### config.mk
export PLATFORM = sky130hd
export DESIGN_NAME = traffic_controller
export DESIGN_NICKNAME = d
export VERILOG_FILES = /design/src/rtl/traffic_controller.sv
export SDC_FILE = /design/constraint.sdc
export NUM_CORES = 1
export LEC_CHECK = 0
export BUFFER_PORTS_ARGS = -buffer_cell sky130_fd_sc_hd__buf_2
export CORE_MARGIN = 2
export CORE_UTILIZATION = 35
export CTS_CLUSTER_DIAMETER = 30
export DETAILED_ROUTE_END_ITERATION = 6
export GPL_TIMING_DRIVEN = 0
export HOLD_SLACK_MARGIN = 0.1
export PLACE_DENSITY = 0.54
export SETUP_SLACK_MARGIN = 0.5
export SLEW_MARGIN = 40
export SYNTH_ARGS = -nofsm -noshare
export SYNTH_HDL_FRONTEND = slang
export SYNTH_SLANG_ARGS = --single-unit
### constraint.sdc
create_clock -name clock -period 3.9 [get_ports clock]
set_input_delay 0.585 -clock clock [delete_from_list [all_inputs] [get_ports clock]]
set_output_delay 0.585 -clock clock [all_outputs]
set_load 0.01 [all_outputs]
### src/rtl/traffic_controller.sv
// Two-road traffic light sequencer with an optional pedestrian walk phase.
// Walk is inserted at an all-red exit and then resumes the interrupted cycle.
module traffic_controller #(
  parameter int unsigned GREEN_CYC  = 8,
  parameter int unsigned YELLOW_CYC = 3,
  parameter int unsigned ALLRED_CYC = 1,
  parameter int unsigned WALK_CYC   = 6,
  parameter int unsigned CNT_W      = 8
) (
  input  logic       clock,
  input  logic       reset,
  input  logic       enable,
  input  logic       ped_req,
  output logic       ped_ack,
  output logic [0:2] light_a,
  output logic [0:2] light_b,
  output logic       walk,
  output logic [2:0] phase
);

  // state      | meaning
  // ST_A_GREEN | road A green, road B red
  // ST_A_YELLOW| road A yellow, road B red
  // ST_ALLRED_1| clearance before road B
  // ST_B_GREEN | road B green, road A red
  // ST_B_YELLOW| road B yellow, road A red
  // ST_ALLRED_2| clearance before road A
  // ST_WALK    | pedestrian walk, both roads red
  typedef enum logic [2:0] {
    ST_A_GREEN  = 3'd0,
    ST_A_YELLOW = 3'd1,
    ST_ALLRED_1 = 3'd2,
    ST_B_GREEN  = 3'd3,
    ST_B_YELLOW = 3'd4,
    ST_ALLRED_2 = 3'd5,
    ST_WALK     = 3'd6
  } state_t;

  localparam logic [CNT_W-1:0] LD_GREEN  = CNT_W'(GREEN_CYC - 1);
  localparam logic [CNT_W-1:0] LD_YELLOW = CNT_W'(YELLOW_CYC - 1);
  localparam logic [CNT_W-1:0] LD_ALLRED = CNT_W'(ALLRED_CYC - 1);
  localparam logic [CNT_W-1:0] LD_WALK   = CNT_W'(WALK_CYC - 1);

  localparam logic [0:2] LAMP_RED = 3'b100;
  localparam logic [0:2] LAMP_GRN = 3'b010;
  localparam logic [0:2] LAMP_YEL = 3'b001;

  // Raw 3-bit register so the unused code 7 is representable and recoverable.
  logic [2:0]       state, state_nxt;
  logic [CNT_W-1:0] cnt, cnt_nxt;
  logic             pend, pend_nxt;
  logic             ret, ret_nxt;
  logic             ack, ack_nxt;
  logic             req_any;
  logic             walk_entry;

  always_ff @(posedge clock or posedge reset) begin
    if (reset) begin
      state <= ST_A_GREEN;
      cnt   <= LD_GREEN;
      pend  <= 1'b0;
      ret   <= 1'b0;
      ack   <= 1'b0;
    end else begin
      state <= state_nxt;
      cnt   <= cnt_nxt;
      pend  <= pend_nxt;
      ret   <= ret_nxt;
      ack   <= ack_nxt;
    end
  end

  always_comb begin
    state_nxt  = state;
    cnt_nxt    = cnt;
    ret_nxt    = ret;
    ack_nxt    = ack;
    walk_entry = 1'b0;
    req_any    = pend | ped_req;

    if (state == 3'd7) begin
      // Recover regardless of enable so a corrupted code never lingers.
      state_nxt = ST_ALLRED_2;
      cnt_nxt   = LD_ALLRED;
      ack_nxt   = 1'b0;
    end else if (enable) begin
      ack_nxt = 1'b0;
      if (cnt != '0) begin
        cnt_nxt = cnt - CNT_W'(1);
      end else begin
        case (state)
          ST_A_GREEN: begin
            state_nxt = ST_A_YELLOW;
            cnt_nxt   = LD_YELLOW;
          end
          ST_A_YELLOW: begin
            state_nxt = ST_ALLRED_1;
            cnt_nxt   = LD_ALLRED;
          end
          ST_ALLRED_1: begin
            if (req_any) begin
              state_nxt  = ST_WALK;
              cnt_nxt    = LD_WALK;
              walk_entry = 1'b1;
              ret_nxt    = 1'b0;
              ack_nxt    = 1'b1;
            end else begin
              state_nxt = ST_B_GREEN;
              cnt_nxt   = LD_GREEN;
            end
          end
          ST_B_GREEN: begin
            state_nxt = ST_B_YELLOW;
            cnt_nxt   = LD_YELLOW;
          end
          ST_B_YELLOW: begin
            state_nxt = ST_ALLRED_2;
            cnt_nxt   = LD_ALLRED;
          end
          ST_ALLRED_2: begin
            if (req_any) begin
              state_nxt  = ST_WALK;
              cnt_nxt    = LD_WALK;
              walk_entry = 1'b1;
              ret_nxt    = 1'b1;
              ack_nxt    = 1'b1;
            end else begin
              state_nxt = ST_A_GREEN;
              cnt_nxt   = LD_GREEN;
            end
          end
          ST_WALK: begin
            state_nxt = ret ? ST_A_GREEN : ST_B_GREEN;
            cnt_nxt   = LD_GREEN;
          end
          default: begin
            state_nxt = ST_ALLRED_2;
            cnt_nxt   = LD_ALLRED;
          end
        endcase
      end
    end

    pend_nxt = req_any & ~walk_entry;
  end

  always_comb begin
    light_a = LAMP_RED;
    light_b = LAMP_RED;
    walk    = 1'b0;
    case (state)
      ST_A_GREEN:  light_a = LAMP_GRN;
      ST_A_YELLOW: light_a = LAMP_YEL;
      ST_B_GREEN:  light_b = LAMP_GRN;
      ST_B_YELLOW: light_b = LAMP_YEL;
      ST_WALK:     walk    = 1'b1;
      default: ;
    endcase
  end

  assign phase   = state;
  assign ped_ack = ack;

endmodule
=== Word level (Yosys, flattened, before mapping) ===
Index checks and enable logic that the tools add are counted.

* Add/subtract/negate cells: 1
* Eq/ne operators: 10
* Multiplexer cells: 25
* Bitwise logic cells: 5
* Reduce and logical (&&, ||, !) cells: 8

{| class="wikitable"
|+ Operator list
! kind !! number
|-
| 2-to-1 mux 8 bit || 3
|-
| case mux 3 bit (6 select lines) || 1
|-
| 2-to-1 mux 3 bit || 5
|-
| == test 3 bit, second input constant || 4
|-
| case mux 3 bit (2 select lines) || 2
|-
| 2-to-1 mux 1 bit || 10
|-
| case mux 3 bit (3 select lines) || 1
|-
| nonzero test 8 bit || 1
|-
| subtractor 8 x 1 -> 8 bit, second input constant || 1
|-
| == test 3 x 2 -> 1 bit, second input constant || 2
|-
| != test 2 bit, second input constant || 3
|-
| AND reduction 6 bit || 1
|-
| 2-to-1 mux 2 bit || 2
|-
| nonzero test 2 bit || 2
|-
| OR reduction 2 bit || 2
|-
| == test 3 x 1 -> 1 bit, second input constant || 1
|-
| zero test 3 bit || 1
|-
| NOT 1 bit || 3
|-
| case mux 1 bit (2 select lines) || 1
|-
| AND reduction 2 bit || 1
|-
| AND 1 bit || 1
|-
| OR 1 bit || 1
|}

* Flip-flop bits (word level): 14
* Bits of input ports: 4
* Output and inout bits: 11
* Word-level logic and storage cells: 54

=== Depth between registers and ports, before layout ===
* Depth after elaboration: 8
* Gate-level depth with buffers: 6
* Gate-level depth less buffers: 6

=== Least setup slack after synthesis ===
OpenSTA, ideal clock, no wires.

* Path kind: register -> output
* Start: reg state[0] (netlist: phase[0])
* End: out light_b[0] (netlist bit)
* Arrival time: 1.233 ns
* Data required time: 3.315 ns
* Setup slack: 2.082 ns
* Stages on the path, launching flop included: 5
* Buffers on the path: 2
* Path through: dfrtp_1 > clkbuf_1 > buf_2 > nor2_1 > nor2_1

* Longest elaborated chain between the ends: 2
* Elaborated cells on any way between the ends: 3
* Those cells by class: eq/ne (2); mux (1)

{| class="wikitable"
|+ Ends and longest elaborated chain
! item !! RTL line !! source
|-
| from (decl) || 49 || <nowiki>logic [2:0] state, state_nxt;</nowiki>
|-
| from (signal assigned) || 65 || <nowiki>state <= state_nxt;</nowiki>
|-
| == test 3 bit / == test 3 x 2 -> 1 bit (equally long branches) || 151 || <nowiki>case (state)</nowiki>
|-
| case mux 3 bit (2 select lines) * || 151 ||
|-
| to (decl) || 16 || <nowiki>output logic [0:2] light_b,</nowiki>
|}

Mark *: on every way between the ends. The rest lies on a longest branch, timed or not.

=== Worst setup path in the final report ===
Same ends and word-level chain as after synthesis.

==> metrics.yaml <==
sta:
  whs_ns: 0.329
  layout_skew_ns: 0.00958
  fin_setup_tns_ns: 0
  final.period_utilization_pct: 59.0
  worst_slew_pin_slew_ns: 0.555
  max_freq_mhz: 435
  rsz0062_at_grt: "false"
  worst_slew_margin_rel_pct: 62.9
  post_layout_min_period_ns: 2.30
  report.final.hold_viol_count: 0
  finalSetupViolCount: 0
  drv_slew: 0
outcome:
  status: "completed"
logic_synthesis:
  synth_edf_count: 0
  synth_async_sr_flop_share_pct: 100
  yosys_register_bits: 14
  synth_cell_type_count: 41
  yosysMostFrequentCell: "sky130_fd_sc_hd__nor2_1"
  yosys.area.top_type_share_pct: 27.7
  syn-instance-count: 115
  leading_post_synthesis_cells_by_cell_area: "sky130_fd_sc_hd__dfrtp_1, sky130_fd_sc_hd__dfstp_2, sky130_fd_sc_hd__nor2_1"
  net_count_of_the_mapped_netlist: 121
  dominantRegCellSynth: "sky130_fd_sc_hd__dfrtp_1"
  postSynthAreaPerCell_um2: 8.65
  share_of_the_yosys_chip_area_belonging_to_registers_pct: 35.6
  synthDominantAreaCellType: "sky130_fd_sc_hd__dfrtp_1"
  synth_top_cells_by_count: "sky130_fd_sc_hd__nor2_1, sky130_fd_sc_hd__dfrtp_1, sky130_fd_sc_hd__nand2_1"
  yosys_warnings: 0
  netlist_area_um2: 995
drt:
  ant_nets: 0
  drtIter0Drc: 9
  final_wl_um: 2320
  route.detailed.drc: 0
  detail_route.wl_per_cell_um: 14.1
  detail_route.vias_per_cell: 5.51
  drt_pass1_iterations: 4
  dr_total_vias: 903
setup_path:
  timing.critical_path.max_delay_family: "buffers and inverters"
  critical_path_start: "phase[0]"
  critPathKind: "reg2out"
  largest_fanout_of_any_net_on_the_critical_path: 10
  regToRegSetupSlack_ns: 2.06
  required_time_of_the_critical_path_ns: 3.31
  r2r_cells: 6
  cp_data_arrival_time_ns: 1.71
  reg2reg_to: "cnt[1]"
  max_stage_delay_ns: 0.46
  worst_setup_path_start_kind: "flip-flop"
  worstPathCellList: "clkbuf_1, buf_2, nor2_1, nor2_1, buf_2"
  rr_startpoint: "cnt[0]"
  critical_path_cell_count: 5
  crit_slowest_cell: "sky130_fd_sc_hd__dfrtp_1"
  critical_path.n_buffers_inverters: 3
  crit_path_end_kind: "primary output"
  worstSetupEndpoint: "light_b[0]"
power_and_ir_drop:
  vdd.ir_drop.worst_mv: 0.316
  p_leak_nw: 0.499
  design_power_total_w: 0.000674
  power-per-cell-area_nw_per_um2: 592
cts:
  clock_tree.htree_level_count: 1
  clkSlewWorstSetupHoldPaths_ns: 0.10
  cts-hold-fix-buffers: 0
  numCtsBuffers: 3
  postCtsSetupBuffers: 0
  clock_path_buffers: 2
  numClockSinks: 14
  tritoncts: "yes"
  clk-insertion-delay-late_ns: 0.29
  cell_at_the_root_of_the_clock_tree: "sky130_fd_sc_hd__clkbuf_4"
  cts_repair_resize_count: 0
finish:
  finalInstanceArea_um2: 1140
  antenna-diode-count: 0
  area_delta_synth_final_pct: 14.6
  finalNonFillerCells: 164
  nets: 140
  fraction_of_final_layout_cells_with_drive_strength_greater_than_1_pct: 21.8
floorplan:
  die_width_um: 57.3
  placement_rows: 19
  io_pins: 15
  design.die.area_um2: 3280
  die_h_um: 57.3
  start_util_pct: 36.4
  placeable_core_region_um2: 2730
placed_design:
  dpl-instance-area_um2: 1100
  gpl.final_weighted_congestion: 0.779
  total_half_perimeter_wirelength_after_legalization_and_detailed_placement_um: 1720
  total_instance_count_after_detailed_placement: 160
  numPortBuffers: 14
min_path:
  hp-class: "in2async"
grt:
  antenna_found_initial: 0
  via_count_of_the_first_global_routing_pass: 802
  grt_start_max_net_pins: 15
  grt_usage_pct: 15.6
  global_route.overflow_total: 0
  grt_pass1_wl_um: 3930
flow_run:
  cap_viol_max_count: 0
## worst min-delay path by stage
| stage | start | to | depth (start not counted) |
|---|---|---|---|
| final | reset | cnt[4] | 2 |
| after global routing | reset | cnt[4] | 2 |
| after CTS | reset | cnt[4] | 2 |
| after detailed placement | ret | ret | 2 |
| after global placement | ret | ret | 2 |
| after floorplan | reset | cnt[3] | 1 |
## area by class of cell
cell class | count | area (µm²)
sequential | 14 | 354
timing repair buffer | 14 | 70.1
fill | 295 | 1590
inverter | 5 | 18.8
tap | 31 | 38.8
buffer | 7 | 32.5
clock buffer | 4 | 36.3
multi-input combinational | 89 | 589
## cells by family (layout without fill, tap and decap cells)
group,count (synthesis),after routing,share of synthesized area (%)
XOR/XNOR,5,5,4.40
buffers and inverters,12,30,5.16
adder cells (fa/ha/maj),2,2,2.52
AO/OA/AOI/OAI,26,26,18.0
AND/OR/NAND/NOR,54,54,32.3
flip-flops,14,14,35.6
multiplexers,2,2,2.01
## cell usage in the layout, fill, tap and decap left out, types with 3 or more instances in the layout
| cell type | synthesis | layout |
|---|---|---|
| sky130_fd_sc_hd__buf_2 | 2 | 16 |
| sky130_fd_sc_hd__nor2_1 | 14 | 14 |
| sky130_fd_sc_hd__dfrtp_1 | 11 | 11 |
| sky130_fd_sc_hd__nand2_1 | 8 | 8 |
| sky130_fd_sc_hd__a21oi_1 | 7 | 7 |
| sky130_fd_sc_hd__o21ai_0 | 6 | 6 |
| sky130_fd_sc_hd__inv_1 | 5 | 5 |
| sky130_fd_sc_hd__xnor2_1 | 5 | 5 |
| sky130_fd_sc_hd__nand2b_1 | 5 | 5 |
| sky130_fd_sc_hd__clkbuf_1 | 4 | 4 |
| sky130_fd_sc_hd__a31oi_1 | 4 | 4 |
| sky130_fd_sc_hd__nand3_1 | 3 | 3 |
| sky130_fd_sc_hd__nor2b_1 | 3 | 3 |
| sky130_fd_sc_hd__and2_1 | 3 | 3 |
| sky130_fd_sc_hd__clkbuf_4 | 0 | 3 |
| sky130_fd_sc_hd__dfstp_2 | 3 | 3 |
## routing by layer
layer | routed length, µm | global-route usage, % | vias to the layer above
met5 | 0 | 0 | -
met4 | 17 | 3.99 | 0
met3 | 74 | 4.08 | 2
met2 | 1150 | 25.6 | 13
met1 | 1080 | 20.4 | 440
li1 | - | - | 448
## sequential cells by signal, indices dropped and copies added (netlist names)
signal   count
ped_ack      1
phase        3
cnt          8
pend         1
ret          1
## metrics by stage
stage | worst slack (ns) | util (%)
6_report | 1.60 | 41.7
5_1_grt | 1.36 | 41.7
4_1_cts | 1.59 | 41.7
3_5_place_dp | 1.92 | 40.4
3_3_place_gp | 1.92 | 40.4
2_1_floorplan | 2.08 | -
## where the power goes
group	total, W	internal, W	switching (W)
sequential	0.000274	0.000204	0.0000696
clock	0.000109	0.0000568	0.0000517
combinational	0.000292	0.000127	0.000165
total	0.000674	0.000388	0.000286
(Power assumes the default switching activity.)
